==> src/rtl/bp_pkg.sv <==
// Shared definitions for the gshare branch predictor: FSM states, default
// parameter values and the saturating-counter update rule.
package bp_pkg;

  typedef enum logic {
    BP_INIT = 1'b0,
    BP_RUN  = 1'b1
  } bp_state_e;

  localparam int unsigned BP_HIST_W   = 7;
  localparam int unsigned BP_IDX_W    = 7;
  localparam int unsigned BP_CTR_W    = 2;
  localparam int unsigned BP_CTR_INIT = 1;
  localparam int unsigned BP_PC_W     = 32;
  localparam int unsigned BP_PC_LSB   = 0;

  // Counter carried in 32 bits so one function serves every CTR_W up to 32;
  // callers cast the result back to their own width.
  function automatic logic [31:0] sat_ctr_next(input logic [31:0] ctr,
                                               input logic        taken,
                                               input int unsigned width);
    logic [31:0] max_v;
    max_v = (width >= 32) ? '1 : ((32'd1 << width) - 32'd1);
    if (taken) begin
      return (ctr >= max_v) ? max_v : ctr + 32'd1;
    end else begin
      return (ctr == '0) ? '0 : ctr - 32'd1;
    end
  endfunction

endpackage

==> src/rtl/sat_ctr_table.sv <==
// Pattern history table of saturating counters: one combinational read port
// for fetch, one write port shared by the init sweep and commit training.
module sat_ctr_table
  import bp_pkg::*;
#(
  parameter int unsigned IDX_W    = BP_IDX_W,
  parameter int unsigned CTR_W    = BP_CTR_W,
  parameter int unsigned CTR_INIT = BP_CTR_INIT
) (
  input  logic             clk_i,
  input  logic             sweep_i,
  input  logic [IDX_W-1:0] sweep_idx_i,
  input  logic [IDX_W-1:0] rd_idx_i,
  output logic [CTR_W-1:0] rd_ctr_o,
  input  logic             upd_en_i,
  input  logic [IDX_W-1:0] upd_idx_i,
  input  logic             upd_taken_i
);

  localparam int unsigned DEPTH = 2 ** IDX_W;

  logic [CTR_W-1:0] pht_q [DEPTH];

  logic             wr_en;
  logic [IDX_W-1:0] wr_idx;
  logic [CTR_W-1:0] wr_data;

  // The sweep owns the write port outright; training is never merged with it.
  always_comb begin
    wr_en   = sweep_i | upd_en_i;
    wr_idx  = upd_idx_i;
    wr_data = CTR_W'(sat_ctr_next(32'(pht_q[upd_idx_i]), upd_taken_i, CTR_W));
    if (sweep_i) begin
      wr_idx  = sweep_idx_i;
      wr_data = CTR_W'(CTR_INIT);
    end
  end

  always_ff @(posedge clk_i) begin
    if (wr_en) begin
      pht_q[wr_idx] <= wr_data;
    end
  end

  assign rd_ctr_o = pht_q[rd_idx_i];

endmodule

==> src/rtl/gshare_predictor.sv <==
// Gshare conditional-branch predictor: global history XOR PC indexes a table
// of saturating counters; history is repaired from execute, trained at commit.
module gshare_predictor
  import bp_pkg::*;
#(
  parameter int unsigned HIST_W   = BP_HIST_W,
  parameter int unsigned IDX_W    = BP_IDX_W,
  parameter int unsigned CTR_W    = BP_CTR_W,
  parameter int unsigned CTR_INIT = BP_CTR_INIT,
  parameter int unsigned PC_W     = BP_PC_W,
  parameter int unsigned PC_LSB   = BP_PC_LSB
) (
  input  logic              clk_i,
  input  logic              rst,
  output logic              ready_o,
  input  logic              f_valid_i,
  input  logic [PC_W-1:0]   f_pc_i,
  output logic              f_predict_o,
  output logic [HIST_W-1:0] f_history_o,
  input  logic              ex_repair_valid_i,
  input  logic [HIST_W-1:0] ex_repair_history_i,
  input  logic              ex_repair_taken_i,
  input  logic              tr_valid_i,
  input  logic [PC_W-1:0]   tr_pc_i,
  input  logic [HIST_W-1:0] tr_history_i,
  input  logic              tr_taken_i
);

  if (HIST_W > IDX_W) begin : g_bad_hist_w
    $error("gshare_predictor: HIST_W must not exceed IDX_W");
  end
  if (CTR_W < 1 || CTR_W > 32) begin : g_bad_ctr_w
    $error("gshare_predictor: CTR_W must be in 1..32");
  end
  if (PC_LSB + IDX_W > PC_W) begin : g_bad_pc_lsb
    $error("gshare_predictor: PC_LSB + IDX_W exceeds PC_W");
  end

  localparam logic [IDX_W-1:0] LAST_IDX = '1;

  bp_state_e         state_q, state_d;
  logic [IDX_W-1:0]  init_ptr_q, init_ptr_d;
  logic [HIST_W-1:0] ghr_q, ghr_d;

  logic              sweep;
  logic              tr_en;
  logic [IDX_W-1:0]  f_idx;
  logic [IDX_W-1:0]  tr_idx;
  logic [CTR_W-1:0]  f_ctr;
  logic [HIST_W-1:0] rep_shift;
  logic [HIST_W-1:0] spec_shift;
  logic              unused_ok;

  assign f_idx  = f_pc_i[PC_LSB +: IDX_W] ^ IDX_W'(ghr_q);
  assign tr_idx = tr_pc_i[PC_LSB +: IDX_W] ^ IDX_W'(tr_history_i);

  // A one-bit history has nothing to shift; the new bit is the whole GHR.
  if (HIST_W == 1) begin : g_hist_one
    assign rep_shift  = ex_repair_taken_i;
    assign spec_shift = f_predict_o;
  end else begin : g_hist_multi
    assign rep_shift  = {ex_repair_history_i[HIST_W-2:0], ex_repair_taken_i};
    assign spec_shift = {ghr_q[HIST_W-2:0], f_predict_o};
  end

  sat_ctr_table #(
    .IDX_W   (IDX_W),
    .CTR_W   (CTR_W),
    .CTR_INIT(CTR_INIT)
  ) u_pht (
    .clk_i      (clk_i),
    .sweep_i    (sweep),
    .sweep_idx_i(init_ptr_q),
    .rd_idx_i   (f_idx),
    .rd_ctr_o   (f_ctr),
    .upd_en_i   (tr_en),
    .upd_idx_i  (tr_idx),
    .upd_taken_i(tr_taken_i)
  );

  always_comb begin
    state_d    = state_q;
    init_ptr_d = init_ptr_q;
    ghr_d      = ghr_q;
    sweep      = 1'b0;
    tr_en      = 1'b0;
    case (state_q)
      BP_INIT: begin
        sweep      = 1'b1;
        init_ptr_d = init_ptr_q + IDX_W'(1);
        ghr_d      = '0;
        if (init_ptr_q == LAST_IDX) begin
          state_d = BP_RUN;
        end
      end
      BP_RUN: begin
        tr_en = tr_valid_i;
        // A repair flushes fetch, so the speculative shift of that cycle is lost.
        if (ex_repair_valid_i) begin
          ghr_d = rep_shift;
        end else if (f_valid_i) begin
          ghr_d = spec_shift;
        end
      end
      default: begin
        state_d = BP_INIT;
      end
    endcase
  end

  always_ff @(posedge clk_i) begin
    if (rst) begin
      state_q    <= BP_INIT;
      init_ptr_q <= '0;
      ghr_q      <= '0;
    end else begin
      state_q    <= state_d;
      init_ptr_q <= init_ptr_d;
      ghr_q      <= ghr_d;
    end
  end

  assign ready_o     = (state_q == BP_RUN);
  assign f_predict_o = ready_o & f_ctr[CTR_W-1];
  assign f_history_o = ghr_q;

  // Only a slice of each PC and the counter MSB are meaningful here.
  assign unused_ok = ^{f_pc_i, tr_pc_i, ex_repair_history_i, f_ctr};

endmodule

==> config.mk <==
export PLATFORM = sky130hd
export DESIGN_NAME = gshare_predictor
export DESIGN_NICKNAME = d
export VERILOG_FILES = /design/src/rtl/bp_pkg.sv /design/src/rtl/sat_ctr_table.sv /design/src/rtl/gshare_predictor.sv
export SDC_FILE = /design/constraint.sdc
export NUM_CORES = 1
export LEC_CHECK = 0
export CORE_MARGIN = 5
export CORE_UTILIZATION = 25
export DETAILED_ROUTE_END_ITERATION = 10
export HOLD_SLACK_MARGIN = 0.06
export PLACE_DENSITY = 0.39
export RECOVER_POWER = 25
export SLEW_MARGIN = 0
export SYNTH_ARGS = -nofsm -noshare
export SYNTH_HDL_FRONTEND = slang
export SYNTH_SLANG_ARGS = --single-unit
==> constraint.sdc <==
create_clock -name clk_i -period 10.27 [get_ports clk_i]
set_input_delay 1.5405 -clock clk_i [delete_from_list [all_inputs] [get_ports clk_i]]
set_output_delay 1.5405 -clock clk_i [all_outputs]
set_load 0.03 [all_outputs]
### Word level (Yosys, flattened, before mapping)

Memory sizes are Yosys's and may differ from the RTL's.
Index checks and enable logic that the tools add are counted.

* output and inout port bits: 9
* memory bits (writable): 256
* memories kept: 1
* word-level logic and storage cells: 30
* input bits: 85
* register bits: 15

* muxes and demuxes: 14
* $lt $le $gt $ge: 1
* reduce and logical (&&, ||, !) cells: 1
* eq/ne operators: 2
* bitwise operators: 5
* add/sub/neg operators: 3

Memory list
* u_pht.pht_q: depth 128, width 2, read ports 2, clocked after Yosys merged registers in 0, write ports 1, RTL line sat_ctr_table.sv:22 `logic [CTR_W-1:0] pht_q [DEPTH];`

Operator list (number)
* two-way mux 7 bit: 3
* case mux 7 bit (2 select lines): 1
* bitwise XOR 7 bit: 2
* two-way mux 2 bit: 4
* adder 7 x 1 -> 7 bit, second input constant: 1
* equality test 7 bit, second input constant: 1
* two-way mux 1 bit: 6
* inequality test 3 bit, second input constant: 1
* adder 2 x 1 -> 2 bit, second input constant: 1
* greater-or-equal comparator 2 bit, second input constant: 1
* zero test 2 bit: 1
* subtractor 2 x 1 -> 2 bit, second input constant: 1
* bitwise AND 1 bit: 1
* inverter 1 bit: 1
* OR 1 bit: 1

### Logic depth before layout (Yosys ltp)

Gate-level depths: netlist of run 1.
An unclocked memory read counts as a cell.

* depth after elaboration: 6
* depth in mapped cells: 11
* depth with buffers taken out: 8

### Hierarchy

Synthesis of run 1 repeated with hierarchy kept, for this count alone.

* cell total of the unflattened synthesis: 833
* area total of the unflattened synthesis: 13514.2 µm²

Modules (own cells, without submodules)
* sat_ctr_table: times used 1, area an instance 12679.7 µm², cells an instance 750, sequential area each 7687.4 µm²
* gshare_predictor: times used 1, area an instance 834.6 µm², cells an instance 83, sequential area each 300.3 µm²

### Worst setup path after synthesis of run 1

No wires, ideal clock.

* kind: input to register
* start point: input tr_history_i[0]
* end point: memory u_pht.pht_q[0][0] (netlist bit), data pin
* stages: 8
* path buffers: 3
* required time: 9379 ps
* setup time: 891 ps
* setup slack: 2580 ps
* data arrival time: 6799 ps
* path through: xor2_1 > buf_2 > buf_4 > buf_4 > mux4_2 > o311ai_0 > a31oi_1 > a21oi_1

* word-level cells in the longest chain between the ends: 6
* elaborated cells between the ends (all ways): 10
* classes of those cells: add/sub: 2; order compare: 1; mux: 4; bitwise: 1; reduce/logical: 1; memory: 1

Ends and longest elaborated chain
* start, declared: RTL line gshare_predictor.sv:25 `input logic [HIST_W-1:0] tr_history_i,`
* bitwise XOR 7 bit *: RTL line gshare_predictor.sv:55 `assign tr_idx = tr_pc_i[PC_LSB +: IDX_W] ^ IDX_W'(tr_history_i);`
* memory (128 x 2 bit) *
* subtractor 2 x 1 -> 2 bit (tied with other cells): RTL line bp_pkg.sv:27 `return (ctr == '0) ? '0 : ctr - 32'd1;`
* two-way mux 2 bit (on tied branches): RTL line bp_pkg.sv:27, bp_pkg.sv:25
* two-way mux 2 bit *: RTL line bp_pkg.sv:24 `if (taken) begin`
* two-way mux 2 bit *: RTL line sat_ctr_table.sv:33 `if (sweep_i) begin`
* via u_pht.wr_data[0]: RTL line sat_ctr_table.sv:26 `logic [CTR_W-1:0] wr_data;`
* end, declared: RTL line sat_ctr_table.sv:22

Mark *: on every way through the listed nets, which the timed path passes. The rest lies on a longest branch.

### Final worst setup path of run 1

* start point: input tr_pc_i[2]
* end point: memory u_pht.pht_q[87][0] (netlist bit), data pin

* word-level cells in the longest chain between the ends: 6
* elaborated cells between the ends (all ways): 10
* classes of those cells: add/sub: 2; order compare: 1; mux: 4; bitwise: 1; reduce/logical: 1; memory: 1

Ends and longest elaborated chain
* start, declared: RTL line gshare_predictor.sv:24 `input logic [PC_W-1:0] tr_pc_i,`
* bitwise XOR 7 bit *: RTL line gshare_predictor.sv:55
* memory (128 x 2 bit) *
* subtractor 2 x 1 -> 2 bit (tied with other cells): RTL line bp_pkg.sv:27
* two-way mux 2 bit (on tied branches): RTL line bp_pkg.sv:27, bp_pkg.sv:25
* two-way mux 2 bit *: RTL line bp_pkg.sv:24
* two-way mux 2 bit *: RTL line sat_ctr_table.sv:33
* via u_pht.wr_data[0]: RTL line sat_ctr_table.sv:26

Marked as above.

==> results of run 1 <==
## synthesized netlist by cell type, drive strengths merged (2+ instances only)
master | instances | area [µm²]
o32ai | 6 | 52.6
dfxtp | 15 | 300
nor2 | 171 | 642
a22oi | 6 | 45.0
nor4 | 2 | 12.5
nand2b | 15 | 93.8
o2111ai | 3 | 26.3
nor3 | 6 | 30.0
a2111oi | 3 | 26.3
nor2b | 3 | 18.8
or3 | 2 | 12.5
nand2 | 65 | 251
o41ai | 3 | 33.8
mux2i | 31 | 310
inv | 5 | 18.8
edfxtp | 256 | 7690
mux4 | 79 | 1860
a21oi | 24 | 120
o221ai | 3 | 26.3
nand4 | 2 | 12.5
o211ai | 3 | 22.5
and2 | 4 | 25.0
mux2 | 8 | 90.1
and3 | 3 | 20.0
o21ai | 17 | 85.1
o22ai | 7 | 43.8
a211oi | 5 | 37.5
a31oi | 7 | 43.8
xnor2 | 14 | 123
clkbuf | 27 | 101
nand3 | 19 | 95.1
or2 | 3 | 18.8
a32oi | 5 | 51.3
o311ai | 4 | 35.0
buf | 16 | 119
xor2 | 15 | 150
## per-layer routing
| metal | track usage, % | vias up |
|---|---|---|
| met2 | 22.2 | 185 |
| met5 | 0 | - |
| li1 | - | 3514 |
| met4 | 3.45 | 0 |
| met1 | 19.9 | 4138 |
| met3 | 2.11 | 58 |
## worst paths after layout
kind,startpoint,to
setup / recovery,tr_pc_i[2],u_pht.pht_q[87][0]$_DFFE_PP_
hold / removal,init_ptr_q[5]$_SDFFE_PP0N_,init_ptr_q[5]$_SDFFE_PP0N_
setup reg to reg,u_pht.pht_q[86][1]$_DFFE_PP_,u_pht.pht_q[87][0]$_DFFE_PP_
hold reg to reg,init_ptr_q[5]$_SDFFE_PP0N_,init_ptr_q[5]$_SDFFE_PP0N_
## stage by stage
step	hold slack, ns	instances	area [µm²]
final	0.533	1617	15000
after global routing	0.562	1617	15000
after CTS	0.534	1617	15000
after detailed placement	0.522	1561	14100
after global placement	0.515	1561	14100
after floorplan	0.472	868	12700
## cells by family after synthesis
| logic type | synth area share, % |
|---|---|
| buf+inv | 1.91 |
| fa+ha+maj | 0.0982 |
| mux | 17.8 |
| flops | 62.7 |
| simple gates | 9.86 |
| xor+xnor | 2.14 |
| compound gates | 5.51 |
## flip-flops by register name (all words and copies together) (netlist names)
name,count
u_pht.pht_q,256
init_ptr_q,7
ready_o,1
f_history_o,7
## final cells by class
cell class	instances	area, µm²	area share (%)
multi-input cells	548	4600	30.7
repair buffers	64	583	3.89
clock buffers	34	787	5.25
well taps	672	841	5.61
clock inverters	22	176	1.18
flip-flops and latches	271	7990	53.3
inverters	6	22.5	0.150
## power groups by stage
| stage | Clock, W | Combinational, W | Sequential, W |
|---|---|---|---|
| 2_1_floorplan | 0 | 0.000157 | 0.00122 |
| 3_3_place_gp | 0 | 0.000268 | 0.00122 |
| 3_5_place_dp | 0 | 0.000267 | 0.00122 |
| 4_1_cts | 0.00110 | 0.000268 | 0.00120 |
| 5_1_grt | 0.00115 | 0.000279 | 0.00119 |
| 6_report | 0.00107 | 0.000263 | 0.00120 |
## tightest hold or removal path: stages, from the launching register on
cell,delay (ns)
sky130_fd_sc_hd__dfxtp_1,0.34
sky130_fd_sc_hd__o21ai_0,0.09
sky130_fd_sc_hd__a21oi_1,0.06
==> impl_metrics.prom, run 1 <==
# TYPE chip_impl_metric gauge
chip_impl_metric{name="synth-async-reset-ratio",unit="%"} 0
chip_impl_metric{name="detailedRoute.firstIterationViolations",unit=""} 517
chip_impl_info{name="setup.worst_path.start_class",value="primary input"} 1
chip_impl_metric{name="worst_ir_drop_vdd",unit="V"} 0.000112
chip_impl_info{name="end_kind",value="flop"} 1
chip_impl_metric{name="max-clock-path-buffers",unit=""} 3
chip_impl_info{name="failing_checks",value="capacitance limit, slew limit"} 1
chip_impl_metric{name="worst_r2r_path_depth",unit=""} 9
chip_impl_metric{name="ys_seq_elements",unit=""} 271
chip_impl_metric{name="floorplan.io_pins",unit=""} 94
chip_impl_metric{name="required",unit="ns"} 10.55
chip_impl_metric{name="clockPowerShare",unit="%"} 42.4
chip_impl_metric{name="hold_viol_final",unit=""} 0
chip_impl_metric{name="grt_overflow",unit=""} 0
chip_impl_metric{name="finalWorstPathRequiredPeriod",unit="ns"} 7.34
chip_impl_metric{name="power.share.sequential",unit="%"} 47.2
chip_impl_metric{name="p_int",unit="W"} 0.00191
chip_impl_metric{name="antenna_violating_nets_post_route",unit=""} 0
chip_impl_metric{name="drt_pre_antenna_iters",unit=""} 5
chip_impl_info{name="crit_path_top_delay_cell",value="sky130_fd_sc_hd__xor2_1"} 1
chip_impl_metric{name="m1WireLength",unit="µm"} 18900
chip_impl_metric{name="clock_insertion_delay_worst_skew",unit="ns"} 0.57
chip_impl_metric{name="route.detailed.drc",unit=""} 0
chip_impl_metric{name="floorplan.initialDensity",unit="%"} 25.3
chip_impl_metric{name="syn_nets",unit=""} 954
chip_impl_metric{name="vias",unit=""} 7895
chip_impl_metric{name="die_y",unit="µm"} 236
chip_impl_metric{name="slew-limit-headroom",unit="%"} -72.2
chip_impl_metric{name="setup_violations",unit=""} 0
chip_impl_metric{name="drv.max_cap_violation_count",unit=""} 1
chip_impl_info{name="crit_family",value="buffers and inverters"} 1
chip_impl_metric{name="number_of_buffers_created_by_cts",unit=""} 31
chip_impl_metric{name="p_per_area",unit="nW/µm²"} 169
chip_impl_metric{name="critPathBufInv",unit=""} 4
chip_impl_metric{name="place.port_buffers",unit=""} 42
chip_impl_metric{name="final_worst_clock_skew",unit="ns"} 0.0115
chip_impl_metric{name="p_total",unit="W"} 0.00253
chip_impl_metric{name="hold-path-cell-count",unit=""} 2
chip_impl_metric{name="finish.utilization",unit="%"} 29.8
chip_impl_metric{name="post_cts.repair.setup_buffers",unit=""} 0
chip_impl_info{name="cp_cell_sequence",value="dlygate4sd3_1 -> xor2_1 -> buf_4 -> mux4_2 -> nand2_1 -> a21oi_1 -> nor4_1 -> o311ai_0 -> nor2_1 -> a21oi_4 -> buf_4 -> buf_4"} 1
chip_impl_info{name="timing.setup.critical_path_class",value="in -> reg"} 1
chip_impl_info{name="most_used_cells_in_the_layout_excluding_fill_and_tap_cells",value="sky130_fd_sc_hd__edfxtp_1, sky130_fd_sc_hd__nor2_1, sky130_fd_sc_hd__nand2_1"} 1
chip_impl_metric{name="dpl_worst_slack",unit="ns"} 3.28
chip_impl_metric{name="viasPerCell",unit=""} 4.88
chip_impl_metric{name="part_of_the_cycle_the_worst_path_needs",unit="%"} 71.5
chip_impl_info{name="layout_commonest_cell",value="sky130_fd_sc_hd__edfxtp_1"} 1
chip_impl_info{name="cts_tree",value="done"} 1
chip_impl_metric{name="place_congestion",unit=""} 0.812
chip_impl_metric{name="synth_edf_count",unit=""} 256
chip_impl_metric{name="detailedPlacementHpwl",unit="µm"} 26100
chip_impl_metric{name="final_max_slew_viol_count",unit=""} 20
chip_impl_metric{name="layout.nets",unit=""} 1008
chip_impl_metric{name="detailroute.wirelength.met3",unit="µm"} 1510
chip_impl_metric{name="routed_wire_length_per_instance",unit="µm"} 24.5
chip_impl_info{name="highest_layer",value="met4"} 1
chip_impl_metric{name="postLayoutSetupSlackWorst",unit="ns"} 2.93
chip_impl_info{name="synth_flop_cell",value="sky130_fd_sc_hd__edfxtp_1"} 1
chip_impl_metric{name="detail_route.wirelength",unit="µm"} 39600
chip_impl_metric{name="global_route.usage.total",unit="%"} 13.9
chip_impl_metric{name="timing.critical_path.arrival",unit="ns"} 7.62
chip_impl_metric{name="ys_warn_count",unit=""} 0
chip_impl_info{name="cts-root-buf",value="sky130_fd_sc_hd__clkbuf_16"} 1
chip_impl_metric{name="netSwitchingPower",unit="W"} 0.000618
chip_impl_metric{name="synthCells",unit=""} 868
chip_impl_metric{name="power.switching_fraction",unit="%"} 24.4
chip_impl_metric{name="grt_first_pass_wirelength",unit="µm"} 57700
chip_impl_metric{name="max_freq",unit="MHz"} 136
chip_impl_metric{name="placement_rows",unit=""} 82
chip_impl_metric{name="cts_max_level",unit=""} 1
chip_impl_metric{name="cts_num_sinks",unit=""} 271
chip_impl_metric{name="fp.coreArea",unit="µm²"} 50300
chip_impl_metric{name="first_global_vias",unit=""} 8192
chip_impl_info{name="timing.hold.worst.class",value="reg -> reg"} 1
chip_impl_metric{name="dieArea",unit="µm²"} 55600
chip_impl_metric{name="ctsResizeCount",unit=""} 0
chip_impl_metric{name="synth_area",unit="µm²"} 12700
chip_impl_metric{name="critical_path_depth",unit=""} 12
chip_impl_metric{name="die_outline_width",unit="µm"} 236
chip_impl_metric{name="synth.lib_cells_used.distinct",unit=""} 58
chip_impl_metric{name="crit_fanout",unit=""} 71
chip_impl_metric{name="cpPeakStageDelay",unit="ns"} 1.93
chip_impl_metric{name="antenna-diode-count",unit=""} 0
chip_impl_metric{name="flop2flop_setup_slack",unit="ns"} 6.24
chip_impl_metric{name="path_clk_slew",unit="ns"} 0.06
chip_impl_info{name="run_status",value="finished with violations"} 1
chip_impl_metric{name="count_of_hold_fix_buffers_inserted_at_cts",unit=""} 0
chip_impl_metric{name="worst_slew_pin_slew",unit="ns"} 2.57
chip_impl_metric{name="final_layout_size_suffix_gt1_share",unit="%"} 14.7
chip_impl_info{name="grt_setup_unrepaired",value="no"} 1
chip_impl_metric{name="timing.setup.tns",unit="ns"} 0
chip_impl_info{name="critical_path.most_common_cell",value="sky130_fd_sc_hd__buf_4"} 1
chip_impl_metric{name="antenna_found_initial",unit=""} 0
chip_impl_metric{name="fillCellCount",unit=""} 5053
chip_impl_metric{name="power_leakage",unit="nW"} 4.69
chip_impl_metric{name="post_synth.cell_area_avg",unit="µm²"} 14.7
chip_impl_metric{name="grt_max_degree",unit=""} 72
chip_impl_metric{name="syn_to_layout_area_delta",unit="%"} 17.8
chip_impl_metric{name="route.met2.wl",unit="µm"} 18200
chip_impl_metric{name="power.combinational.fraction",unit="%"} 10.4
chip_impl_metric{name="ys_seq_area_share",unit="%"} 62.7
No activity file was read; power rests on OpenSTA's default activity.
==> run 2: changes to the inputs <==
--- a/config.mk
+++ b/config.mk
@@ -9,7 +9,7 @@
 export CORE_UTILIZATION = 25
 export DETAILED_ROUTE_END_ITERATION = 10
 export HOLD_SLACK_MARGIN = 0.06
-export PLACE_DENSITY = 0.39
+export PLACE_DENSITY = 0.4
 export RECOVER_POWER = 25
 export SLEW_MARGIN = 0
 export SYNTH_ARGS = -nofsm -noshare
==> constraint.sdc (replaced) <==
create_clock -name clk_i -period 6 [get_ports clk_i]
set_input_delay 0.9 -clock clk_i [delete_from_list [all_inputs] [get_ports clk_i]]
set_output_delay 0.9 -clock clk_i [all_outputs]
set_load 0.03 [all_outputs]
==> impl_metrics.prom, run 2 (synthesis results as in run 1) <==
# TYPE chip_impl_metric gauge
chip_impl_metric{name="path_clk_slew",unit="ns"} 0.05
chip_impl_metric{name="grt_first_pass_wirelength",unit="µm"} 58600
chip_impl_metric{name="drv.max_cap_violation_count",unit=""} 1
chip_impl_info{name="crit_path_top_delay_cell",value="sky130_fd_sc_hd__clkdlybuf4s50_1"} 1
chip_impl_metric{name="max-clock-path-buffers",unit=""} 3
chip_impl_metric{name="dieArea",unit="µm²"} 55600
chip_impl_metric{name="place_congestion",unit=""} 0.857
chip_impl_metric{name="detail_route.wirelength",unit="µm"} 40100
chip_impl_metric{name="flop2flop_setup_slack",unit="ns"} 2.28
chip_impl_info{name="grt_setup_unrepaired",value="no"} 1
chip_impl_metric{name="p_per_area",unit="nW/µm²"} 297
chip_impl_metric{name="route.detailed.drc",unit=""} 0
chip_impl_metric{name="grt_max_degree",unit=""} 78
chip_impl_metric{name="clock_insertion_delay_worst_skew",unit="ns"} 0.54
chip_impl_metric{name="place.port_buffers",unit=""} 42
chip_impl_info{name="top_register",value="u_pht.pht_q"} 1
chip_impl_metric{name="setup_violations",unit=""} 0
chip_impl_info{name="most_used_cells_in_the_layout_excluding_fill_and_tap_cells",value="sky130_fd_sc_hd__edfxtp_1, sky130_fd_sc_hd__nor2_1, sky130_fd_sc_hd__nand2_1"} 1
chip_impl_metric{name="dpl_worst_slack",unit="ns"} 0.615
chip_impl_metric{name="worst_slew_pin_slew",unit="ns"} 2.06
chip_impl_metric{name="part_of_the_cycle_the_worst_path_needs",unit="%"} 91.2
chip_impl_metric{name="floorplan.initialDensity",unit="%"} 25.3
chip_impl_info{name="setup.worst_path.start_class",value="primary input"} 1
chip_impl_metric{name="fp.coreArea",unit="µm²"} 50300
chip_impl_metric{name="number_of_buffers_created_by_cts",unit=""} 34
chip_impl_info{name="layout_commonest_cell",value="sky130_fd_sc_hd__edfxtp_1"} 1
chip_impl_info{name="run_status",value="finished with violations"} 1
chip_impl_metric{name="max_freq",unit="MHz"} 183
chip_impl_metric{name="cts_max_level",unit=""} 2
chip_impl_metric{name="global_route.usage.total",unit="%"} 14.2
chip_impl_metric{name="routed_wire_length_per_instance",unit="µm"} 24.3
chip_impl_metric{name="grt_overflow",unit=""} 0
chip_impl_metric{name="final_layout_size_suffix_gt1_share",unit="%"} 18.0
chip_impl_metric{name="slew-limit-headroom",unit="%"} -37.8
chip_impl_info{name="crit_family",value="buffers and inverters"} 1
chip_impl_metric{name="hold_viol_final",unit=""} 0
chip_impl_info{name="timing.setup.critical_path_class",value="in -> out"} 1
chip_impl_info{name="cts-root-buf",value="sky130_fd_sc_hd__clkbuf_16"} 1
chip_impl_metric{name="vias",unit=""} 8112
chip_impl_metric{name="power_leakage",unit="nW"} 4.92
chip_impl_metric{name="required",unit="ns"} 5.10
chip_impl_info{name="critical_path.most_common_cell",value="sky130_fd_sc_hd__clkdlybuf4s50_1"} 1
chip_impl_metric{name="final-seq-area",unit="µm²"} 7990
chip_impl_metric{name="final_worst_clock_skew",unit="ns"} 0.0139
chip_impl_metric{name="placement_rows",unit=""} 82
chip_impl_metric{name="critPathBufInv",unit=""} 3
chip_impl_info{name="failing_checks",value="capacitance limit, slew limit"} 1
chip_impl_metric{name="viasPerCell",unit=""} 4.91
chip_impl_metric{name="fillCellCount",unit=""} 5090
chip_impl_metric{name="die_y",unit="µm"} 236
chip_impl_metric{name="cts_num_sinks",unit=""} 271
chip_impl_metric{name="postLayoutSetupSlackWorst",unit="ns"} 0.528
chip_impl_metric{name="antenna-diode-count",unit=""} 0
chip_impl_metric{name="cpPeakStageDelay",unit="ns"} 0.61
chip_impl_metric{name="layout.nets",unit=""} 1039
chip_impl_metric{name="timing.critical_path.arrival",unit="ns"} 4.57
chip_impl_metric{name="antenna_found_initial",unit=""} 1
chip_impl_metric{name="timing.setup.tns",unit="ns"} 0
chip_impl_metric{name="finalWorstPathRequiredPeriod",unit="ns"} 5.47
chip_impl_metric{name="multiInputGateArea",unit="µm²"} 4600
chip_impl_metric{name="die_outline_width",unit="µm"} 236
chip_impl_info{name="end_kind",value="primary output"} 1
chip_impl_metric{name="first_global_vias",unit=""} 8433
chip_impl_metric{name="ctsResizeCount",unit=""} 0
chip_impl_metric{name="largest_register_ff_count",unit=""} 256
chip_impl_info{name="cp_cell_sequence",value="clkdlybuf4s50_1 -> xor2_4 -> buf_4 -> mux4_1 -> a22oi_1 -> a211oi_1 -> o21ai_0 -> o211a_1 -> nor2_1 -> clkdlybuf4s50_1"} 1
chip_impl_metric{name="floorplan.io_pins",unit=""} 94
chip_impl_metric{name="count_of_hold_fix_buffers_inserted_at_cts",unit=""} 0
chip_impl_metric{name="worst_ir_drop_vdd",unit="V"} 0.000137
chip_impl_metric{name="worst_hold_check_slack",unit="ns"} 0.536
chip_impl_metric{name="detailedPlacementHpwl",unit="µm"} 27700
chip_impl_metric{name="detailedRoute.firstIterationViolations",unit=""} 561
chip_impl_info{name="timing.hold.worst.class",value="reg -> reg"} 1
chip_impl_metric{name="syn_to_layout_area_delta",unit="%"} 21.2
chip_impl_metric{name="post_cts.repair.setup_buffers",unit=""} 0
chip_impl_info{name="cts_tree",value="done"} 1
chip_impl_metric{name="drt_pre_antenna_iters",unit=""} 5
chip_impl_metric{name="final_max_slew_viol_count",unit=""} 19
chip_impl_metric{name="antenna_violating_nets_post_route",unit=""} 0
chip_impl_metric{name="crit_fanout",unit=""} 9
run 2: cell types whose count changed in the layout (fill, tap and decap cells not counted):
cell                              delta
sky130_fd_sc_hd__clkinv_2            +3
sky130_fd_sc_hd__clkinv_1            -5
sky130_fd_sc_hd__and2_0              +2
sky130_fd_sc_hd__clkbuf_16           +6
sky130_fd_sc_hd__clkinv_4            +1
sky130_fd_sc_hd__and2_1              -2
sky130_fd_sc_hd__buf_4              +21
sky130_fd_sc_hd__clkbuf_1            +2
sky130_fd_sc_hd__clkdlybuf4s50_1     +2
sky130_fd_sc_hd__dlygate4sd3_1       -2
sky130_fd_sc_hd__buf_12              +6
run 2: worst paths after layout:
path	start	cells past startpoint	end
hold reg to reg	init_ptr_q[6]$_SDFFE_PP0N_	2	ready_o$_SDFF_PP0_
setup reg to reg	ready_o$_SDFF_PP0_	7	u_pht.pht_q[60][0]$_DFFE_PP_
setup / recovery	f_pc_i[0]	10	f_predict_o
hold / removal	init_ptr_q[6]$_SDFFE_PP0N_	2	ready_o$_SDFF_PP0_
run 2: per-layer routing:
layer  global-route usage, %  up-vias  routed length, µm  part of all wire (%)
li1                        -     3579                  -                     -
met1                    19.8     4249              18200                    45
met2                    22.9      233              19100                    47
met3                    2.47       51               1950                   4.9
met4                    3.96        0                883                   2.2
met5                       0        -                  0                     0
run 2: worst register-to-register path: stages (launching register included):
cell	delay (ns)
sky130_fd_sc_hd__dfxtp_1	0.30
sky130_fd_sc_hd__clkbuf_1	0.75
sky130_fd_sc_hd__nor2b_1	0.18
sky130_fd_sc_hd__a21oi_1	0.49
sky130_fd_sc_hd__or2_2	0.26
sky130_fd_sc_hd__nand2b_1	0.11
sky130_fd_sc_hd__clkbuf_1	1.08
sky130_fd_sc_hd__nor2_1	0.24
run 2: where the power goes:
group	leakage (nW)	switching [W]	internal [W]
clock	0.552	0.000808	0.00125
combinational	1.94	0.000285	0.000195
sequential	2.43	0.00000408	0.00204
total	4.92	0.00110	0.00348
run 2: stage by stage:
step                instance area (µm²)  cells  power, W  util (%)
finish                            15400   1651   0.00458      30.7
global route                      15400   1651   0.00475      30.7
CTS                               15500   1651   0.00465      30.8
detailed placement                14400   1589   0.00257      28.5
global placement                  14400   1589   0.00258      28.5
floorplan                         12700    868   0.00235         -
run 2: cell type report:
class / count / area share (%)
clock buffer: 41 / 6.09
clock inverter: 21 / 1.18
inverter: 6 / 0.146
multi-input combinational: 548 / 29.8
sequential: 271 / 51.7
tap: 672 / 5.45
timing repair buffer: 92 / 5.60
==> variant 1, RTL diff (flow settings as in run 1) <==
Set the package constant `BP_CTR_W` to 3 (it was 2).
--- a/src/rtl/bp_pkg.sv
+++ b/src/rtl/bp_pkg.sv
@@ -9,7 +9,7 @@
 
   localparam int unsigned BP_HIST_W   = 7;
   localparam int unsigned BP_IDX_W    = 7;
-  localparam int unsigned BP_CTR_W    = 2;
+  localparam int unsigned BP_CTR_W    = 3;
   localparam int unsigned BP_CTR_INIT = 1;
   localparam int unsigned BP_PC_W     = 32;
   localparam int unsigned BP_PC_LSB   = 0;
Behaviour: same outputs for any inputs over 10 cycles, from zero or initial values and one cycle with rst high; that may be too few to reach the edited logic, so the function may still have changed.
==> variant 1 against run 1 <==
- wire length up 32%
- clock power up 51%
- the run still ends with max-capacitance violations, max-slew violations left
- worst setup slack worse by 0.69 ns
- worst hold slack worse by 0.0036 ns
- sequential cell count grew 128
- total power up 49%
- critical endpoint is now u_pht.pht_q[123][2]
- combinational power increased by 48%
- critical path type unchanged
- global-route usage is 0.49 points lower
- synthesized area is 40% higher
- cell area rose by 40%
==> variant 1: results (changes against run 1) <==
| Parameter | Reported | Unit | Delta |
|:---|:---|:---|:---|
| Status | complete, but fails checks | - |  |
| Failing checks | max-capacitance violations, max-slew violations | - |  |
| Initial detailed-routing violation count | 786 | - | +52% |
| Fraction of met2 tracks used by global routing | 20.4 | % | -1.8 points |
| VDD IR-drop max | 0.0923 | mV | -18% |
| Count of H-tree levels built during CTS | 2 | - | +1 |
| Number of nets produced by synthesis | 1128 | - | +18% |
| Fraction of met3 tracks used by global routing | 3.11 | % | +1.0 points |
| CTS buffer count | 46 | - | +48% |
| Synth area leaders | sky130_fd_sc_hd__edfxtp_1 64%, sky130_fd_sc_hd__mux4_2 13%, sky130_fd_sc_hd__mux4_1 3.8% | - |  |
| # placed instances | 2005 | - | +28% |
| Post-synthesis adder-cell area fraction | 0.350 | % | +0.25 points |
| Overall routed net length | 52400 | um | +32% |
| Overall fraction of global-route tracks in use | 13.4 | % | -0.49 points |
| Share of synthesized area spent on multiplexers | 19.4 | % | +1.6 points |
| Distinct cell type count of the synthesized netlist | 62 | - | +6.9% |
| Slew @ Worst Pin | 2.65 | ns | +0.0712 ns |
| Cell-internal power | 2.88 | mW | +51% |
| Static leakage | 6.74 | nW | +44% |
| Sequential element share of the synthesized area | 66.1 | % | +3.4 points |
| Critical R2R Launch | u_pht.pht_q[20][1] | - |  |
| Fin. max-slew vios | 60 | - | +200% |
| Proportion of layout cells with a drive suffix above 1 | 20.5 | % | +5.8 points |
| Worst path slowest cell | sky130_fd_sc_hd__clkbuf_1 | - |  |
| Synthesized area per cell | 17.2 | sq um | +17% |
| Hold Worst Slack | 0.529 | ns | -0.00361 ns |
| Launch instance of the worst min-delay path | init_ptr_q[6] | - |  |
| Number of flops mapped to enable cells by yosys | 384 | - | +50% |
| Max capacitance violation total | 3 | - | +2 |
| Via count of the first global-routing pass | 10.2k | - | +24% |
| Count of placed standard cells in the final layout, fillers left out | 2088 | - | +29% |
| GRT met1 Usage | 19.3 | % | -0.59 points |
| Seq power | 1.76 | mW | +47% |
| Worst slack at placement | 2.45 | ns | -0.833 ns |
| Final Cycle Share | 78.2 | % | +6.7 points |
| Startpoint of the worst setup timing path | tr_history_i[3] | - |  |
| Top cell types by occurrence after synthesis | 384 x sky130_fd_sc_hd__edfxtp_1, 169 x sky130_fd_sc_hd__nor2_1, 106 x sky130_fd_sc_hd__mux4_2, 39 x sky130_fd_sc_hd__nand2_1, 33 x sky130_fd_sc_hd__mux2i_1 | - |  |
| Final layout net count | 1193 | - | +18% |
| Global-route wire length before repair | 75800 | um | +31% |
| Minimum setup slack among reg-to-reg paths | 5.45 | ns | -0.79 ns |
==> variant 1: cell count changes after synthesis, sizes merged, moves of 6 or more <==
cell and change:
o21ai -6, edfxtp +128, buf +20, nand2 -26, mux4 +53, nand3 +6
xnor2 -6
==> variant 1: layout make-up <==
class                   instances  area, sq um
clock buffers                  57         1270
repair buffers                 80          704
fillers                      6963        50200
clock inverters                26          219
inverters                       7         26.3
flip-flops and latches        399        11800
well taps                     950         1190
multi-input cells             569         5820
==> variant 1: worst max-delay path: cells and delay by family <==
family                   cells  cell delay (ns)
buffers and inverters        5             3.49
AO/OA/AOI/OAI                4             1.76
multiplexers                 2             0.89
adder cells (fa/ha/maj)      1             0.24
XOR/XNOR                     1             0.16
AND/OR/NAND/NOR              2             0.15
==> variant 2, RTL diff (settings of run 1) <==
Without the edit above. Make the reset (`rst`) asynchronous in one clocked block.
--- a/src/rtl/gshare_predictor.sv
+++ b/src/rtl/gshare_predictor.sv
@@ -108,7 +108,7 @@
     endcase
   end
 
-  always_ff @(posedge clk_i) begin
+  always_ff @(posedge clk_i or posedge rst) begin
     if (rst) begin
       state_q    <= BP_INIT;
       init_ptr_q <= '0;
Formal check against the unedited RTL: no difference found for any inputs over 10 cycles, from zero or initial values and one cycle with rst high; that may be too few to reach the edited logic, so the function may still have changed.
==> variant 2 against run 1 <==
- the flow still finishes with violations (max-capacitance violations, max-slew violations)
- wire length grew 0.30%
- final cell count fell by 1.6%
- worst setup slack got worse by 0.49 ns
- synthesized area about the same
- fmax fell by 6.2%
- sequential cell count did not move
- cell area up 0.62%
- via count decreased by 2.6%
- critical endpoint is now u_pht.pht_q[21][0]
- combinational power decreased by 31%
- first-iteration DRC count up 17%
- total power decreased by 0.83%
==> variant 2: results (changes against run 1) <==
| Parameter | Reported | Unit | Delta |
|:---|:---|:---|:---|
| Startpoint of the worst setup timing path | tr_history_i[1] | - |  |
| Proportion of layout cells with a drive suffix above 1 | 18.1 | % | +3.4 points |
| Share of synthesized area spent on multiplexers | 18.4 | % | +0.69 points |
| Overall routed net length | 39700 | um | +0.30% |
| Status | complete, but fails checks | - |  |
| Clock insertion delay at the later pin of the skew report | 0.54 | ns | -0.03 ns |
| Max capacitance violation total | 3 | - | +2 |
| Routed length per placed instance | 25.0 | um | +1.9% |
| Worst stage delay on the critical path | 2.72 | ns | +0.79 ns |
| Fin. max-slew vios | 109 | - | +450% |
| Post-DP Area | 14000 | sq um | -0.16% |
| Total number of vias | 7686 | - | -2.6% |
| Share of the synthesized area in compound gates (AO/OA/AOI/OAI) | 4.78 | % | -0.73 points |
| Final GP Congestion | 0.754 | - | -7.2% |
| Count of H-tree levels built during CTS | 2 | - | +1 |
| Data arrival at the endpoint of the critical path | 8.07 | ns | +0.45 ns |
| Worst slew slack as a fraction of its limit | -160 | % | -88 points |
| # placed instances | 1529 | - | -2.0% |
| Synthesized instance count | 832 | - | -4.1% |
| Max Clock Skew | 0.0282 | ns | +0.0167 ns |
| Worst path slowest cell | sky130_fd_sc_hd__clkbuf_1 | - |  |
| Via count of the first global-routing pass | 8067 | - | -1.5% |
| Final layout net count | 979 | - | -2.9% |
| Failing checks | max-capacitance violations, max-slew violations | - |  |
| Net switching fraction of the power | 23.3 | % | -1.1 points |
| Number of filler cells placed in the layout | 5108 | - | +1.1% |
| Share of the synthesized netlist area taken by xor and xnor gates | 2.11 | % | -0.030 points |
| Post-synthesis adder-cell area fraction | 0.0982 | % | about the same |
| Synth area leaders | sky130_fd_sc_hd__edfxtp_1 60%, sky130_fd_sc_hd__mux4_2 14%, sky130_fd_sc_hd__nor2_1 4.5% | - |  |
| Met2 wirelength from detailed routing | 17900 | um | -1.7% |
| VDD IR-drop max | 0.0795 | mV | -29% |
| Sequential element share of the synthesized area | 63.3 | % | +0.58 points |
| Maximum fanout along the worst path | 72 | - | +1.4% |
## variant 2: cell types whose count changed after synthesis, sizes merged, moves of 5 or more
cell           run 1  this run
nand3             19        14
o21ai             17        23
a221oi             0         5
nor3               6        11
dfxtp             15         0
a21oi             24        12
nor2             171       154
nand2             65        54
dfrtp              0        15
mux4              79        87
## variant 2: final cells by class
type	count	share of cell area, %
Sequential cell	271	53.4
Multi-Input combinational cell	515	29.9
Clock buffer	39	5.83
Tap cell	672	5.57
Timing Repair Buffer	66	3.96
Clock inverter	23	1.19
Inverter	5	0.124
## variant 2: cells by family after synthesis
| logic type | after synthesis |
|---|---|
| AOI/OAI and AO/OA | 91 |
| adders and majority gates | 1 |
| xor gates and xnor gates | 29 |
| DFF | 271 |
| and+or+nand+nor | 272 |
| buffers and inverters | 46 |
| muxes | 122 |
## variant 2: worst max-delay path, delay by kind of cell
kind | cells | cell delay (ns)
buffers and inverters | 3 | 4.00
AOI/OAI and AO/OA | 5 | 1.57
and+or+nand+nor | 1 | 0.70
xor gates and xnor gates | 1 | 0.15
## variant 2: layer usage
layer	track usage (%)	up-vias
li1	-	3401
met1	20.1	4000
met2	21.3	221
met3	3.06	64
met4	4.24	0
met5	0	-
## variant 2: final timing paths
| path | end | slack, ns | cells after the start |
|---|---|---|---|
| max | u_pht.pht_q[21][0] | 2.44 | 10 |
| min | init_ptr_q[6] | 0.49 | 1 |
| max reg2reg | u_pht.pht_q[54][0] | 5.80 | 7 |
| min reg2reg | init_ptr_q[6] | 0.49 | 1 |
| max in group asynchronous | f_history_o[3] | 8.31 | 2 |
| min in group asynchronous | init_ptr_q[2] | 1.55 | 2 |
## variant 2: power by group through the flow
stage / Combinational [mW] / Sequential (mW) / Clock (mW)
finish: 0.181 / 1.19 / 1.14
global route: 0.193 / 1.19 / 1.22
CTS: 0.184 / 1.19 / 1.18
detailed placement: 0.183 / 1.21 / 0
global placement: 0.183 / 1.21 / 0
floorplan: 0.107 / 1.21 / 0
